$ cat config.mk
export PLATFORM = sky130hd
export DESIGN_NAME = mem_port_arbiter
export DESIGN_NICKNAME = d
export VERILOG_FILES = /design/src/rtl/mem_port_arbiter.sv
export SDC_FILE = /design/constraint.sdc
export NUM_CORES = 1
export LEC_CHECK = 0
export CAP_MARGIN = 20
export CORE_AREA = 2 2 205 207
export CTS_CLUSTER_DIAMETER = 120
export CTS_CLUSTER_SIZE = 40
export DETAILED_ROUTE_END_ITERATION = 7
export DIE_AREA = 0 0 207 209
export HOLD_SLACK_MARGIN = 0.12
export PLACE_DENSITY_LB_ADDON = 0.1
export SLEW_MARGIN = 40
export SYNTH_ARGS = -nofsm -noshare
export SYNTH_HDL_FRONTEND = slang
export SYNTH_SLANG_ARGS = --single-unit
$ cat constraint.sdc
create_clock -name clk -period 2.1 [get_ports clk]
set_input_delay 0.21 -clock clk [delete_from_list [all_inputs] [get_ports clk]]
set_output_delay 0.21 -clock clk [all_outputs]
set_load 0.05 [all_outputs]
$ cat src/rtl/mem_port_arbiter.sv
// mem_port_arbiter: shares one variable-latency memory port between the
// instruction fetch requester (port 0) and the data load/store requester
// (port 1). Conflicts are resolved round-robin. The winning request is
// latched and presented to memory until mem_ready arrives. A programmable
// watchdog aborts a transaction that hangs and reports it through err.

module mem_port_arbiter #(
    parameter int ADDR_W  = 64,
    parameter int DATA_W  = 64,
    parameter int TIMEOUT = 255
) (
    input  logic              clk,
    input  logic              reset,

    input  logic              if_req,
    input  logic [ADDR_W-1:0] if_addr,
    output logic              if_done,
    output logic [DATA_W-1:0] if_rdata,

    input  logic              d_req,
    input  logic              d_we,
    input  logic [ADDR_W-1:0] d_addr,
    input  logic [DATA_W-1:0] d_wdata,
    output logic              d_done,
    output logic [DATA_W-1:0] d_rdata,

    output logic              err,
    output logic              busy,
    output logic              grant_id,

    output logic              mem_req,
    output logic              mem_we,
    output logic [ADDR_W-1:0] mem_addr,
    output logic [DATA_W-1:0] mem_wdata,
    input  logic [DATA_W-1:0] mem_rdata,
    input  logic              mem_ready
);

    // The watchdog counter must reach TIMEOUT-1. It keeps at least one bit
    // so the design still elaborates when the watchdog is disabled.
    localparam int CNT_RAW = $clog2(TIMEOUT + 1);
    localparam int CNT_W   = (CNT_RAW < 1) ? 1 : CNT_RAW;
    localparam logic [CNT_W-1:0] CNT_LAST = CNT_W'((TIMEOUT > 0) ? (TIMEOUT - 1) : 0);

    typedef enum logic [1:0] {
        IDLE = 2'd0,
        BUSY = 2'd1,
        RESP = 2'd2
    } state_t;

    state_t           state;
    logic             last_gnt;
    logic [CNT_W-1:0] wd_cnt;

    logic             pick_data;
    logic             timeout_hit;

    // Data wins when it is the only requester, or when both request and
    // fetch owned the previous grant. The two ports therefore alternate
    // under continuous contention.
    assign pick_data   = d_req && (!if_req || !last_gnt);

    // The watchdog fires in the last permitted BUSY cycle. A zero TIMEOUT
    // disables it.
    assign timeout_hit = (TIMEOUT != 0) && (wd_cnt == CNT_LAST);

    // The owner of the current or last transaction is the round-robin pointer.
    assign grant_id    = last_gnt;
    assign busy        = (state != IDLE);

    // Main sequencer: grant in IDLE, hold the memory request in BUSY, pulse done in RESP.
    always_ff @(posedge clk or negedge reset) begin
        if (!reset) begin
            state     <= IDLE;
            last_gnt  <= 1'b0;
            wd_cnt    <= '0;
            mem_req   <= 1'b0;
            mem_we    <= 1'b0;
            mem_addr  <= '0;
            mem_wdata <= '0;
            if_done   <= 1'b0;
            d_done    <= 1'b0;
            if_rdata  <= '0;
            d_rdata   <= '0;
            err       <= 1'b0;
        end else begin
            if_done <= 1'b0;
            d_done  <= 1'b0;
            err     <= 1'b0;

            case (state)
                IDLE: begin
                    if (if_req || d_req) begin
                        mem_addr  <= pick_data ? d_addr : if_addr;
                        mem_we    <= pick_data & d_we;
                        mem_wdata <= pick_data ? d_wdata : '0;
                        last_gnt  <= pick_data;
                        mem_req   <= 1'b1;
                        wd_cnt    <= '0;
                        state     <= BUSY;
                    end
                end

                BUSY: begin
                    wd_cnt <= wd_cnt + CNT_W'(1);
                    if (mem_ready) begin
                        if (!mem_we) begin
                            if (last_gnt) begin
                                d_rdata <= mem_rdata;
                            end else begin
                                if_rdata <= mem_rdata;
                            end
                        end
                        mem_req <= 1'b0;
                        if_done <= !last_gnt;
                        d_done  <= last_gnt;
                        err     <= 1'b0;
                        state   <= RESP;
                    end else if (timeout_hit) begin
                        if (!mem_we) begin
                            if (last_gnt) begin
                                d_rdata <= '0;
                            end else begin
                                if_rdata <= '0;
                            end
                        end
                        mem_req <= 1'b0;
                        if_done <= !last_gnt;
                        d_done  <= last_gnt;
                        err     <= 1'b1;
                        state   <= RESP;
                    end
                end

                RESP: begin
                    state <= IDLE;
                end

                default: begin
                    mem_req <= 1'b0;
                    state   <= IDLE;
                end
            endcase
        end
    end

endmodule

# Yosys cells after proc, flatten, opt, wreduce, memory -nomap -nowiden
# Cells that the tools add are included.
dict set report classes {
  n_addsub 1
  multipliers 0
  div 0
  magnitude_cmp 0
  eq_ne 11
  n_shift 0
  muxes 33
  bitwise 2
  n_reduce_logical 15
}
# operator count
set op_table {}
lappend op_table {{2-to-1 mux 64 bit} 14}
lappend op_table {{one-hot mux 8 bit (2 select lines)} 1}
lappend op_table {{2-to-1 mux 1 bit} 12}
lappend op_table {{inequality test 2 bit (second input constant)} 6}
lappend op_table {{AND reduction 6 bit} 2}
lappend op_table {{adder 8 x 1 -> 8 bit (second input constant)} 1}
lappend op_table {{== test 8 bit (second input constant)} 1}
lappend op_table {{2-to-1 mux 8 bit} 1}
lappend op_table {{2-to-1 mux 2 bit} 3}
lappend op_table {{AND reduction 2 bit} 3}
lappend op_table {{nonzero test 2 bit} 3}
lappend op_table {{one-hot mux 2 bit (2 select lines)} 1}
lappend op_table {{inequality test 3 bit (second input constant)} 1}
lappend op_table {{one-hot mux 1 bit (3 select lines)} 1}
lappend op_table {{AND reduction 3 bit} 1}
lappend op_table {{== test 2 x 1 -> 1 bit (second input constant)} 1}
lappend op_table {{== test 2 bit (second input constant)} 1}
lappend op_table {{logical NOT 1 bit} 2}
lappend op_table {{logical NOT 2 bit} 1}
lappend op_table {{logical OR 1 bit} 2}
lappend op_table {{inequality test 2 x 1 -> 1 bit (second input constant)} 1}
lappend op_table {{AND 1 bit} 1}
lappend op_table {{logical AND 1 bit} 1}
lappend op_table {{inverter 1 bit} 1}
dict set report totals {
  reg_bits 272
  latchBits 0
  ram_bits 0
  romBits 0
  in_bits 262
  out_inout_bits 263
  word_cells 74
  memories 0
}

# Depth between registers and ports, before layout
# Gate-level depths: netlist of the first run.
dict set report depth {
  depth_word 4
  ltp_mapped 7
  depth_no_buf 5
}

# Least setup slack after synthesis of the first run
# OpenSTA, ideal clock, no wires.
dict set report synth_timing {
  path_kind {register to register}
  startpoint {register last_gnt, in the netlist grant_id}
  endpoint {register d_rdata[0]}
  arrival_time_ps 1778
  required_time_ps 1970
  setup_slack_ps 192
  stages_incl_launch_ff 6
  n_path_buf 2
  period_less_slack_ps 1908
  cell_sequence {dfrtp_1 nor4bb_1 buf_2 buf_2 mux2i_1 o21ai_0}
}
dict set report synth_via {
  elab_chain_cells 2
}
# item line_no
set synth_lines {}
lappend synth_lines {{start, declared} 52} ;# logic last_gnt;
lappend synth_lines {{start signal, assigned} 97} ;# last_gnt <= pick_data;
lappend synth_lines {{inequality test 2 bit (no line) / inequality test 2 x 1 -> 1 bit (equally long branches)} -}
lappend synth_lines {{AND reduction 6 bit (no line) (*)} -}
lappend synth_lines {{end signal, assigned} 109} ;# d_rdata <= mem_rdata;
lappend synth_lines {{end, declared} 25} ;# output logic [DATA_W-1:0] d_rdata,
# Mark *: on every way between the ends. The rest lies on a longest branch, timed or not.
# A chain may end at the register's enable or synchronous reset.

# Worst setup path after layout of the first run
dict set report layout_timing {
  startpoint {register mem_wdata[61]}
  endpoint {output mem_wdata[61]}
}
# item line_no
set layout_lines {}
lappend layout_lines {{start, declared} 34} ;# output logic [DATA_W-1:0] mem_wdata,
lappend layout_lines {{start signal, assigned} 96} ;# mem_wdata <= pick_data ? d_wdata : '0;
# No word-level cell between the ends.

==> qor.txt, run 1 <==
Layout cell share with drive strength beyond 1: 0.0464
Clock sink total: 272
Maximum number of pins on one net before global-route repair: 71
Flop pwr share: 0.292
FF+latch area: 6810 µm²
Final Max Tran Viols: 0
Seq/Total Area, Yosys: 0.556
# DRC: 0
Fill cell count: 3934
Pre-CTS setup slack: 133 ps
Initial Util: 0.297
DRT iter0 DRCs: 460
Die area: 43300 µm²
Post-synth top area cell: dfrtp_1
Worst-path cell chain: clkdlybuf4s50_1
CTS Buf Count: 11
Delay-heaviest family, CP: buffers and inverters
Routability cong.: 0.842
Power, Total: 30.6 mW
EDFF count, synth: 0
Pwr/cell area: 1630 nW/µm²
Port bufs: 524
Slowest CP cell: clkdlybuf4s50_1
Fmax: 0.496 GHz
Most frequent cells in the layout: clkdlybuf4s50_1 (514), dfrtp_1 (270), o21ai_0 (259)
Fin crit period: 2010 ps
Most common cell after layout, fill and taps aside: clkdlybuf4s50_1
Vias: 10000
H-Tree Depth: 1
Grt ovf: 0
Switch share: 0.508
Proportion of power drawn by combinational gates: 0.615
Final setup viols: 0
Clk slew on worst S/H paths: 150 ps
Setup ws final: 85.2 ps
Max Cap Violations: 0
Total Wirelength: 42900 µm
Reg2reg path depth: 4
Core area: 41300 µm²
Via/cell ratio: 4.65
Final-report hold violation count: 0
Tightest Pin Transition: 641 ps
Ranking of synthesized cells by area: dfrtp_1 (56%), mux2i_1 (16%), o21ai_0 (11%)
Async S/R FF share, synth: 1.00
RSZ-0062 raised after global routing: no
CP arrival: 1800 ps
DR pass1 iterations: 4
NumNets Final: 1878
Worst min path class: in2async
Post-layout util: 0.453
Final TNS setup: 0 ps
CP Max Fanout: 2
Worst setup SP type: flip-flop
Clk buf depth: 3
Clock Latency Late Sink: 500 ps
Critical Path Start: mem_wdata[61]$_DFFE_PN0P_
Root Buffer: clkbuf_16
Ys Warns: 0
Seq cells post-synth: 272
Detail Route Antenna Nets: 0
Ys flop type: dfrtp_1
FF-to-FF Start: state[1]$_DFFE_PN0P_
Synthesis-to-layout area growth: 52.8%
Worst flop-to-flop path endpoint: mem_wdata[13]$_DFFE_PN0P_
CP endpoint kind: output port
Cell area after synthesis: 12200 µm²
Yosys top cell area share: 0.556
CP max stage delay: 910 ps
Sw power: 15.5 mW
Status: completed
WL/cell: 19.9 µm
Post-Layout Cell Count: 2157
Die Height: 209 µm
Final Cycle Share: 0.959
Worst Path Buf+Inv: 1
Multi-input gate area: 4590 µm²
Crit path kind: reg2out
Mean Syn Cell Area: 11.0 µm²
First-pass GRT wire length: 64800 µm
Mapped Cells: 1115
CTS tree: built
Dpl hpwl: 31500 µm
Number of global-route vias before repair: 10300
Internal Pwr Total: 15.0 mW
Worst IR Drop VDD: 0.990 mV
Hold WS: 269 ps
FF-to-FF setup slack: 240 ps
Post-route design area: 18700 µm²
Total GRT Usage: 0.191
Final Skew: 31.1 ps
Syn nets: 1379
Placed insts: 2138
Placed Area: 18300 µm²
# rows: 75
Rel. slew slack: 0.571
Distinct cells, synth: 38
Initial antenna violation count: 3
Clock group share of total power: 0.093
Lkg Pwr: 8.31 nW
Critical Path RT: 1890 ps
Io pins: 525
Die width: 207 µm
==> synthesized netlist by cell type (2+ instances only) <==
cell type / n
a22o_1: 65
a31oi_1: 2
and2_1: 65
buf_2: 27
buf_4: 4
buf_6: 8
clkbuf_1: 42
dfrtp_1: 272
ha_1: 2
inv_1: 130
mux2i_1: 191
nand2_1: 5
nand2b_1: 3
nand3_1: 4
nand3b_1: 2
nand4_1: 2
nor2_1: 3
nor2b_1: 2
nor3b_1: 2
nor4bb_1: 2
o211ai_1: 3
o21ai_0: 259
o31ai_1: 3
or2_1: 2
or4_1: 2
==> power groups by stage <==
stage	combinational, mW	clock [mW]	sequential, mW
detailed placement	19.0	0	8.96
finish	18.8	2.84	8.93
floorplan	4.50	0	16.4
global route	19.8	3.14	9.24
CTS	19.0	3.00	8.92
global placement	18.9	0	8.95
==> layout make-up <==
type | instances | share of cell area
Sequential cell | 272 | 0.364
Timing Repair Buffer | 567 | 0.310
Multi-Input combinational cell | 632 | 0.246
Tap cell | 539 | 0.0360
Inverter | 130 | 0.0261
Clock buffer | 12 | 0.0149
Clock inverter | 4 | 0.00334
Antenna cell | 1 | 0.000134
==> layer usage <==
layer	vias up	global-route usage	wire [µm]
met5	-	0	46
met4	6	0.0419	926
met3	40	0.0524	2940
met2	323	0.330	21300
met1	4852	0.237	17800
li1	4807	-	-
==> sequential cells by signal, indices dropped and copies added, names as in the netlist <==
register	flops
grant_id	1
mem_addr	64
state	2
if_done	1
d_done	1
d_rdata	64
wd_cnt	8
mem_req	1
mem_wdata	64
err	1
if_rdata	64
mem_we	1
==> kinds of logic after synthesis <==
logic type | count (synthesis) | synth area share
AO/OA/AOI/OAI | 341 | 0.163
flip-flops | 272 | 0.556
buffers and inverters | 211 | 0.0736
multiplexers | 191 | 0.156
AND/OR/NAND/NOR | 98 | 0.0494
adder cells (fa/ha/maj) | 2 | 0.00204
==> worst max-delay path by stage <==
stage,to,depth (start not counted)
CTS,if_rdata[63],1
floorplan,d_rdata[0]$_DFFE_PN0P_,5
finish,mem_wdata[61],1
global placement,mem_addr[22]$_DFFE_PN0P_,5
global route,mem_wdata[62],1
detailed placement,mem_addr[29]$_DFFE_PN0P_,5
==> what timing repair did <==
action                                 CTS  global route
setup endpoints to repair                0             2
hold buffers                             2             0
buffers inserted                         0             0
resized for setup                        0             4
endpoints found under the hold margin  109             0
Note: power is estimated with default switching activity, not from simulation.
==> inputs of run 2 (changes only) <==
Settings changed: CAP_MARGIN 20 to 5.
==> results of run 2 <==
Same layout as run 1: the final DEF is identical, and so are final timing and power.
